## src/rtl/countdown_timer.sv

```systemverilog
// countdown_timer: loadable down-counter with pause, expiry pulse and optional auto-reload
module countdown_timer #(
    parameter int WIDTH       = 4,
    parameter bit AUTO_RELOAD = 1'b0
) (
    input  logic             clk,
    input  logic             reset,
    input  logic [WIDTH-1:0] load,
    input  logic             loaden,
    input  logic             clken,
    input  logic             start,
    input  logic             stop,
    output logic [WIDTH-1:0] countout,
    output logic             zero,
    output logic             running,
    output logic             done
);
    localparam logic [1:0] IDLE  = 2'd0;
    localparam logic [1:0] RUN   = 2'd1;
    localparam logic [1:0] PAUSE = 2'd2;
    localparam logic [1:0] DONE  = 2'd3;

    logic [1:0]       state_q, state_d;
    logic [WIDTH-1:0] count_q, count_d;
    logic [WIDTH-1:0] reload_q, reload_d;
    logic             zero_q, zero_d;

    // Next state: loaden beats stop beats start beats counting; stop also masks start
    always_comb begin
        state_d  = state_q;
        count_d  = count_q;
        reload_d = reload_q;
        zero_d   = 1'b0;
        if (loaden) begin
            reload_d = load;
            count_d  = load;
            state_d  = IDLE;
        end else begin
            case (state_q)
                IDLE:  state_d = (start && !stop && count_q != '0) ? RUN : IDLE;
                RUN: begin
                    if (stop) begin
                        state_d = PAUSE;
                    end else if (clken && count_q > WIDTH'(1)) begin
                        count_d = count_q - WIDTH'(1);
                    end else if (clken && count_q == WIDTH'(1)) begin
                        zero_d  = 1'b1;
                        count_d = AUTO_RELOAD ? reload_q : '0;
                        state_d = AUTO_RELOAD ? RUN : DONE;
                    end
                end
                PAUSE: state_d = (start && !stop) ? RUN : PAUSE;
                default: begin
                    if (start && !stop && reload_q != '0) begin
                        count_d = reload_q;
                        state_d = RUN;
                    end
                end
            endcase
        end
    end

    // State registers, cleared asynchronously while reset is low
    always_ff @(posedge clk or negedge reset) begin
        if (!reset) begin
            state_q  <= IDLE;
            count_q  <= '0;
            reload_q <= '0;
            zero_q   <= 1'b0;
        end else begin
            state_q  <= state_d;
            count_q  <= count_d;
            reload_q <= reload_d;
            zero_q   <= zero_d;
        end
    end

    assign countout = count_q;
    assign zero     = zero_q;
    assign running  = (state_q == RUN);
    assign done     = (state_q == DONE);
endmodule
```

## config.mk

```make
export PLATFORM = sky130hd
export DESIGN_NAME = countdown_timer
export DESIGN_NICKNAME = d
export VERILOG_FILES = /design/src/rtl/countdown_timer.sv
export SDC_FILE = /design/constraint.sdc
export NUM_CORES = 1
export LEC_CHECK = 0
export ABC_AREA = 0
export BUFFER_PORTS_ARGS = -buffer_cell sky130_fd_sc_hd__buf_2
export CAP_MARGIN = 20
export CORE_MARGIN = 2
export CORE_UTILIZATION = 25
export CTS_BUF_LIST = sky130_fd_sc_hd__clkbuf_8
export CTS_CLUSTER_DIAMETER = 30
export CTS_CLUSTER_SIZE = 20
export DETAILED_ROUTE_END_ITERATION = 8
export PLACE_DENSITY = 0.43
export SKIP_CTS_REPAIR_TIMING = 1
export SLEW_MARGIN = 30
export SYNTH_ARGS = -nofsm -noshare
export SYNTH_HDL_FRONTEND = slang
export SYNTH_SLANG_ARGS = --single-unit
```

## constraint.sdc

```tcl
create_clock -name clk -period 2.6 [get_ports clk]
set_input_delay 0.52 -clock clk [delete_from_list [all_inputs] [get_ports clk]]
set_output_delay 0.52 -clock clk [all_outputs]
set_load 0.01 [all_outputs]
```

==> impl_metrics.ini, run 1 <==
[run_status]
outcome = complete, no violations

[synth]
ys.flop_type = dfrtp_1
syn-num-nets = 82
ys_seq_elements = 11
synthArstFlopShare = 1.00
synth_top_area_cell = dfrtp_1
yosysWarnings = 0
synth_top_cell_area_share = 0.408
synth_cell_types = 31
synth_seq_area_share = 0.408
synth_edf_count = 0
netlist_instances = 70
netlist_area_um2 = 674
yosys-top-cells-area = dfrtp_1, mux2_2, nand2b_1
syn_avg_cell_area_um2 = 9.63

[global_routing]
antenna_found_initial = 0
grt_overflow = 0
grt_pass1_wl_mm = 2.65
track_usage = 0.109
grt_max_degree = 18
grt_pass1_vias = 587

[worst_setup_path]
cp_data_required_time_ns = 2.73
crit_chain = inv_1 > ha_1 > or4b_1 > a211o_1 > and2_4 > a32o_1
critPathCaptureType = register
crit_arrival_ns = 2.12
critPathTopFamily = simple AND/OR/NAND/NOR gates
path_max_fanout = 6
cp_slowest_cell = or4b_1
worst-path-stages = 6
critical_path_class = register to register
reg2reg_depth = 6
reg2reg_slack_ns = 0.61
max_stage_delay_ns = 0.45
cp-start-kind = register
cp_num_buf_inv = 1

[timing]
setup_viol = 0
slew_headroom = 0.747
slew_violations = 0
hold_viol_final = 0
finalSetupTns_ns = 0
tightestPinTransition_ns = 0.378
max_freq_mhz = 502
grt_setup_unrepaired = no
fin_crit_ns = 1.99
finClkSkew_ns = 0.00246
final.period_utilization = 0.767

[cts]
cts-root-buf = clkbuf_8
clk_pin_slew_ns = 0.05
cts_tree = yes
clock_sink_count = 11
cts_buffers = 3
h-tree-depth = 1
insertion_delay_ns = 0.24
cts_buffer_depth = 2

[die]
die_h_um = 55.9
core_um2 = 2520
rows = 18
dieArea_um2 = 3130
io_pins = 17
die_x_um = 55.9
initial_core_util = 0.267

[power]
powerDensity_nw_per_um2 = 577
peakVddDrop_uv = 275
leakagePower_nw = 0.373

[detailed_routing]
num_vias = 625
via_per_inst = 5.25
wl_per_cell_um = 12.9
ant_nets = 0
drt_first_pass_iters = 4
drt-total-wl_mm = 1.54
drc = 0
drtIter0Drc = 12

[final_layout]
fin_nets = 102
num_antenna_cells = 0
stdcell_count = 119
drive_gt1_frac = 0.303
area_delta_synth_final_pct = 23.6
fin_util = 0.330

[hold_path]
hold_path_class = input port to asynchronous set/reset pin

[placed_design]
gp_congestion = 0.742
portBuffers = 16
numPlacedInstances = 115
hpwl_mm = 1.19

[job]
max-cap-violations = 0
[where the power goes]
| part | internal [mW] | switching [mW] | total, mW | leakage [nW] |
|---|---|---|---|---|
| clock | 0.104 | 0.0654 | 0.169 | 0.0269 |
| combinational | 0.0506 | 0.0529 | 0.103 | 0.210 |
| sequential | 0.188 | 0.0202 | 0.208 | 0.136 |
| total | 0.342 | 0.139 | 0.481 | 0.373 |
[layer usage]
| metal | global-route usage | part of all wire | up-vias |
|---|---|---|---|
| li1 | - | - | 302 |
| met1 | 0.148 | 0.50 | 294 |
| met2 | 0.150 | 0.40 | 24 |
| met3 | 0.0326 | 0.076 | 5 |
| met4 | 0.0714 | 0.027 | 0 |
| met5 | 0 | 0 | - |
[worst reg2reg max path, cell delays in order (launching register included)]
cell	delay [ns]
dfrtp_1	0.43
inv_1	0.08
ha_1	0.21
or4b_1	0.45
a211o_1	0.35
and2_4	0.15
a32o_1	0.21
[layout make-up]
type	instances	area (um2)
well taps	30	37.5
inverters	4	15.0
clock buffers	3	41.3
fillers	274	1690
flip-flops and latches	11	275
repair buffers	16	80.1
multi-input cells	54	380
clock inverters	1	3.75
[synth_stat cells (2+ instances only)]
cell type  instances
o31ai_1            2
a32o_1             3
nand2b_1           5
ha_1               2
dfrtp_1           11
a21oi_1            5
o211ai_1           2
nor3_1             2
mux2_2             4
nor2_1             6
nand2_1            2
inv_1              4
o21ai_0            3
nor2b_1            2
[layout by cell type (no fill, tap or decap), types with 2 or more instances in the layout]
cell	instances
buf_2	16
dfrtp_1	11
nor2_1	6
inv_1	5
nand2b_1	5
a21oi_1	5
mux2_2	4
o21ai_0	3
a32o_1	3
clkbuf_8	3
nor2b_1	2
o211ai_1	2
o31ai_1	2
nand2_1	2
nor3_1	2
ha_1	2
[kinds of logic (layout without fill, tap and decap cells)]
kind of cell | count (synthesis) | count (layout) | share of synthesized area
mux | 4 | 4 | 0.0668
fa+ha+maj | 2 | 2 | 0.0371
buf+inv | 5 | 24 | 0.0278
compound gates | 21 | 21 | 0.223
flops | 11 | 11 | 0.408
xor+xnor | 1 | 1 | 0.0130
simple gates | 26 | 26 | 0.225
[metrics by stage]
step           power [mW]  instance area, um2  setup WS (ns)  hold WS, ns
2_1_floorplan       0.276                 674          0.673        0.224
3_3_place_gp        0.318                 788          0.641        0.411
3_5_place_dp        0.315                 788          0.612        0.408
4_1_cts             0.488                 833          0.601        0.150
5_1_grt             0.509                 833          0.493        0.159
6_report            0.481                 833          0.606        0.144
[registers in the layout (all words and copies together), names as in the netlist]
name,count
zero,1
countout,4
reload_q,4
state_q,2
[path summary, 6_finish.rpt]
path	from	to
setup / recovery	countout[0]	countout[3]
hold / removal	reset	countout[0]
setup reg to reg	countout[0]	countout[3]
hold reg to reg	countout[1]	countout[1]
max in group asynchronous	reset	state_q[1]
min in group clk	load[3]	reload_q[3]
No activity file was read; power rests on OpenSTA's default activity.
==> run 2: changes to the inputs <==
- PLACE_DENSITY: 0.43 -> 0.44
- clock period: 2.6 -> 1.8 ns (I/O delays scaled with it)
==> run 2 against run 1 <==
Critical endpoint unchanged; routed wire length increased by 14%; sequential power increased by 44%; core utilization increased by 5.0 points; final cell count increased by 10%; count of clock-buffer cells in the layout unchanged; critical path depth unchanged; combinational power increased by 110%; sequential share of layout area decreased by 4.2 points; largest power group unchanged; design area increased by 15%; via count increased by 3.7%; the flow now finishes with violations (setup timing).
==> impl_metrics.ini, run 2 (synthesized netlist as in run 1, its figures left out) <==
[power]
leakagePower_nw = 0.429
totalPowerFinal_mw = 0.753
peakVddDrop_uv = 289
powerDensity_nw_per_um2 = 786

[global_routing]
antenna_found_initial = 0
grt_pass1_wl_mm = 3.02
grt_max_degree = 18
grt_overflow = 0
grt_pass1_vias = 649
track_usage = 0.123

[cts]
cts-root-buf = clkbuf_8
clk_pin_slew_ns = 0.05
cts_buffers = 3
cts_tree = yes
insertion_delay_ns = 0.23
clock_sink_count = 11
h-tree-depth = 1
cts_buffer_depth = 2

[timing]
finalWorstSetupSlack_ns = -0.0642
slew_violations = 0
grt_setup_unrepaired = yes
slew_headroom = 0.738
tightestPinTransition_ns = 0.391
final.period_utilization = 1.04
setup_viol = 2
max_freq_mhz = 536
whs_ns = 0.366
fin_crit_ns = 1.86
finClkSkew_ns = 0.00271
hold_viol_final = 0

[worst_setup_path]
cp_slowest_cell = or4b_4
critPathCaptureType = register
crit_arrival_ns = 1.99
max_stage_delay_ns = 0.44
regToRegEndpoint = countout[3]
cp-startpoint = countout[0]
path_max_fanout = 4
cp_data_required_time_ns = 1.92
cp-start-kind = register
reg2reg_depth = 6
r2r_start = countout[0]
reg2reg_slack_ns = -0.06
crit_chain = inv_2 > ha_4 > or4b_4 > a211o_1 > and2_4 > a32o_1
critical_path_class = register to register

[die]
io_pins = 17
core_um2 = 2520
die_h_um = 55.9
die_x_um = 55.9
rows = 18
initial_core_util = 0.267
dieArea_um2 = 3130

[placed_design]
gp_congestion = 0.847
portBuffers = 16
numPlacedInstances = 126
placed_cell_area_um2 = 877
hpwl_mm = 1.33

[detailed_routing]
ant_nets = 0
drtIter0Drc = 12
drt-total-wl_mm = 1.76
drt_first_pass_iters = 4
drc = 0
via_per_inst = 4.95
num_vias = 648
wl_per_cell_um = 13.5

[job]
max-cap-violations = 0

[final_layout]
num_antenna_cells = 0
fin_nets = 114
area_delta_synth_final_pct = 42.1
drive_gt1_frac = 0.446
layout_common_cells = buf_2, buf_4, dfrtp_1
stdcell_count = 131
fin_area_um2 = 958
layout_commonest_cell = buf_2

[run_status]
outcome = finished, violations left
violations = setup timing

[hold_path]
hold_end = reload_q[0]
hold_path_class = input port to register
holdPathStages = 2
min_from = load[0]
run 2: changes by cell type in the layout (fill, tap and decap cells not counted), sizes merged:
cell         change
dlygate4sd3      +1
buf             +11
run 2: routing by layer:
layer	track usage	vias up	part of all wire
li1	-	320	-
met1	0.166	311	0.50
met2	0.177	13	0.45
met3	0.0279	4	0.037
met4	0.0714	0	0.019
met5	0	-	0
run 2: power breakdown:
part / switching, mW / internal [mW] / leakage (nW) / total [mW]
combinational: 0.101 / 0.114 / 0.267 / 0.215
sequential: 0.0264 / 0.272 / 0.135 / 0.299
clock: 0.0899 / 0.149 / 0.0269 / 0.239
run 2: area by class of cell:
class / count / area, um2
Clock buffer: 3 / 41.3
Sequential cell: 11 / 277
Fill cell: 262 / 1560
Inverter: 4 / 15.0
Clock inverter: 1 / 3.75
Multi-Input combinational cell: 54 / 412
Tap cell: 30 / 37.5
Timing Repair Buffer: 28 / 173
run 2: metrics by stage:
step                setup TNS (ns)  setup WS, ns  utilization
floorplan                   -0.148       -0.0765            -
global placement           -0.0548       -0.0370        0.348
detailed placement          -0.102       -0.0550        0.348
CTS                         -0.124       -0.0643        0.366
global route                -0.318        -0.124        0.380
finish                      -0.126       -0.0642        0.380
run 2: critical path, delay by kind of cell, from the launching register on:
family	cells	cell delay, ns
AND/OR/NAND/NOR	2	0.59
AO/OA/AOI/OAI	2	0.52
flip-flops	1	0.43
adder cells (fa/ha/maj)	1	0.12
buffers and inverters	1	0.08
run 2: worst max path at each step:
| stage | to |
|---|---|
| floorplan | countout[3] |
| global placement | countout[2] |
| detailed placement | countout[3] |
| CTS | countout[3] |
| global route | countout[3] |
| finish | countout[3] |
==> run 3: changes to the inputs <==
- CTS_CLUSTER_DIAMETER: 30 -> not set
- PLACE_DENSITY: 0.44 -> 0.46
==> run 3 against run 2 <==
The flow finishes with violations (hold timing, setup timing); design area up 0.52%; core utilization up 0.20 points; critical path depth down 1.
==> impl_metrics.ini, run 3 (synthesized netlist as in run 1, its figures left out) <==
[global_routing]
track_usage = 0.120
grt_max_degree = 12
grt_overflow = 0
grt_pass1_vias = 608
grt_pass1_wl_mm = 2.86
antenna_found_initial = 0

[final_layout]
nFillCells = 280
drive_gt1_frac = 0.461
seq_area_um2 = 277
area_delta_synth_final_pct = 42.9
num_antenna_cells = 0
fin_nets = 115
multi_input_area_um2 = 412
layout_commonest_cell = buf_2
layout_common_cells = buf_2, buf_4, dfrtp_1
fin_util = 0.382

[power]
leakagePower_nw = 0.435
p_int_mw = 0.537
peakVddDrop_uv = 513
power_frac_clock = 0.323
p_switching_mw = 0.221
powerDensity_nw_per_um2 = 788
comb_power_share = 0.283
seq_power_share = 0.394
totalPowerFinal_mw = 0.759
swShare = 0.292

[detailed_routing]
drt-total-wl_mm = 1.73
ant_nets = 0
drt_first_pass_iters = 4
drtIter0Drc = 14
drc = 0
via_per_inst = 4.80
num_vias = 633
wl_per_cell_um = 13.1

[cts]
cts_tree = yes
clk_pin_slew_ns = 0.05
insertion_delay_ns = 0.24
cts-root-buf = clkbuf_8
cts_buffers = 3
clock_sink_count = 11
cts_buffer_depth = 2
h-tree-depth = 1

[die]
dieArea_um2 = 3130
core_um2 = 2520
die_h_um = 55.9
die_x_um = 55.9
initial_core_util = 0.267
rows = 18
io_pins = 17

[placed_design]
gp_congestion = 0.750
dp_slack_ns = -0.0277
portBuffers = 16
hpwl_mm = 1.30

[timing]
finClkSkew_ns = 0.00745
grt_setup_unrepaired = yes
finalWorstSetupSlack_ns = -0.0692
hold_viol_final = 11
slew_violations = 0
finalSetupTns_ns = -0.103
tightestPinTransition_ns = 0.369
max_freq_mhz = 535
setup_viol = 2
fin_crit_ns = 1.87
final.period_utilization = 1.04
whs_ns = -0.0239
slew_headroom = 0.753

[run_status]
outcome = finished, violations left
violations = hold timing, setup timing

[worst_setup_path]
cp-start-kind = register
critPathTopFamily = simple AND/OR/NAND/NOR gates
critPathCaptureType = register
max_stage_delay_ns = 0.46
crit_chain = ha_4 > or4b_4 > a211o_1 > and2_4 > a32o_1
critical_path_class = register to register
crit_arrival_ns = 2.00
cp_data_required_time_ns = 1.93
cp_slowest_cell = or4b_4
cp_num_buf_inv = 0
r2r_start = countout[0]
path_max_fanout = 3
cp-startpoint = countout[0]

[hold_path]
hold_path_class = input port to asynchronous set/reset pin

[job]
max-cap-violations = 0
## run 3: cell types whose count changed in the layout (fill, tap and decap cells not counted)
cell | previous run | this run
a21boi_0 | 1 | 0
a21boi_1 | 0 | 1
buf_4 | 11 | 13
dlygate4sd3_1 | 1 | 0
## run 3: power groups by stage
stage          clock [mW]  combinational [mW]  sequential (mW)
2_1_floorplan           0              0.0968            0.304
3_3_place_gp            0               0.203            0.299
3_5_place_dp            0               0.201            0.300
4_1_cts             0.254               0.203            0.295
5_1_grt             0.264               0.237            0.302
6_report            0.245               0.215            0.299
## run 3: layout make-up
type,count,area share
clock buffers,3,0.0429
clock inverters,1,0.00390
inverters,4,0.0156
multi-input cells,54,0.427
flip-flops and latches,11,0.287
well taps,30,0.0390
repair buffers,29,0.184
## run 3: through the flow
stage | instance area (um2) | instances
after floorplan | 681 | 70
after global placement | 892 | 128
after detailed placement | 892 | 128
after CTS | 937 | 132
after global routing | 963 | 132
final | 963 | 132
## run 3: final timing paths
path | slack (ns) | cells past startpoint | endpoint
max in group asynchronous | 1.60 | 1 | countout[0]
worst min-delay path | -0.02 | 1 | reload_q[3]
worst max register to register | -0.07 | 5 | countout[3]
worst min register to register | 0.58 | 1 | reload_q[3]
worst max-delay path | -0.07 | 5 | countout[3]
min in group clk | 0.36 | 2 | reload_q[2]
## run 3: per-layer routing
metal	wire [um]	vias to the layer above	track usage
met2	737	14	0.155
met1	875	293	0.178
met3	79	4	0.0279
li1	-	322	-
met5	0	-	0
met4	34	0	0.0714
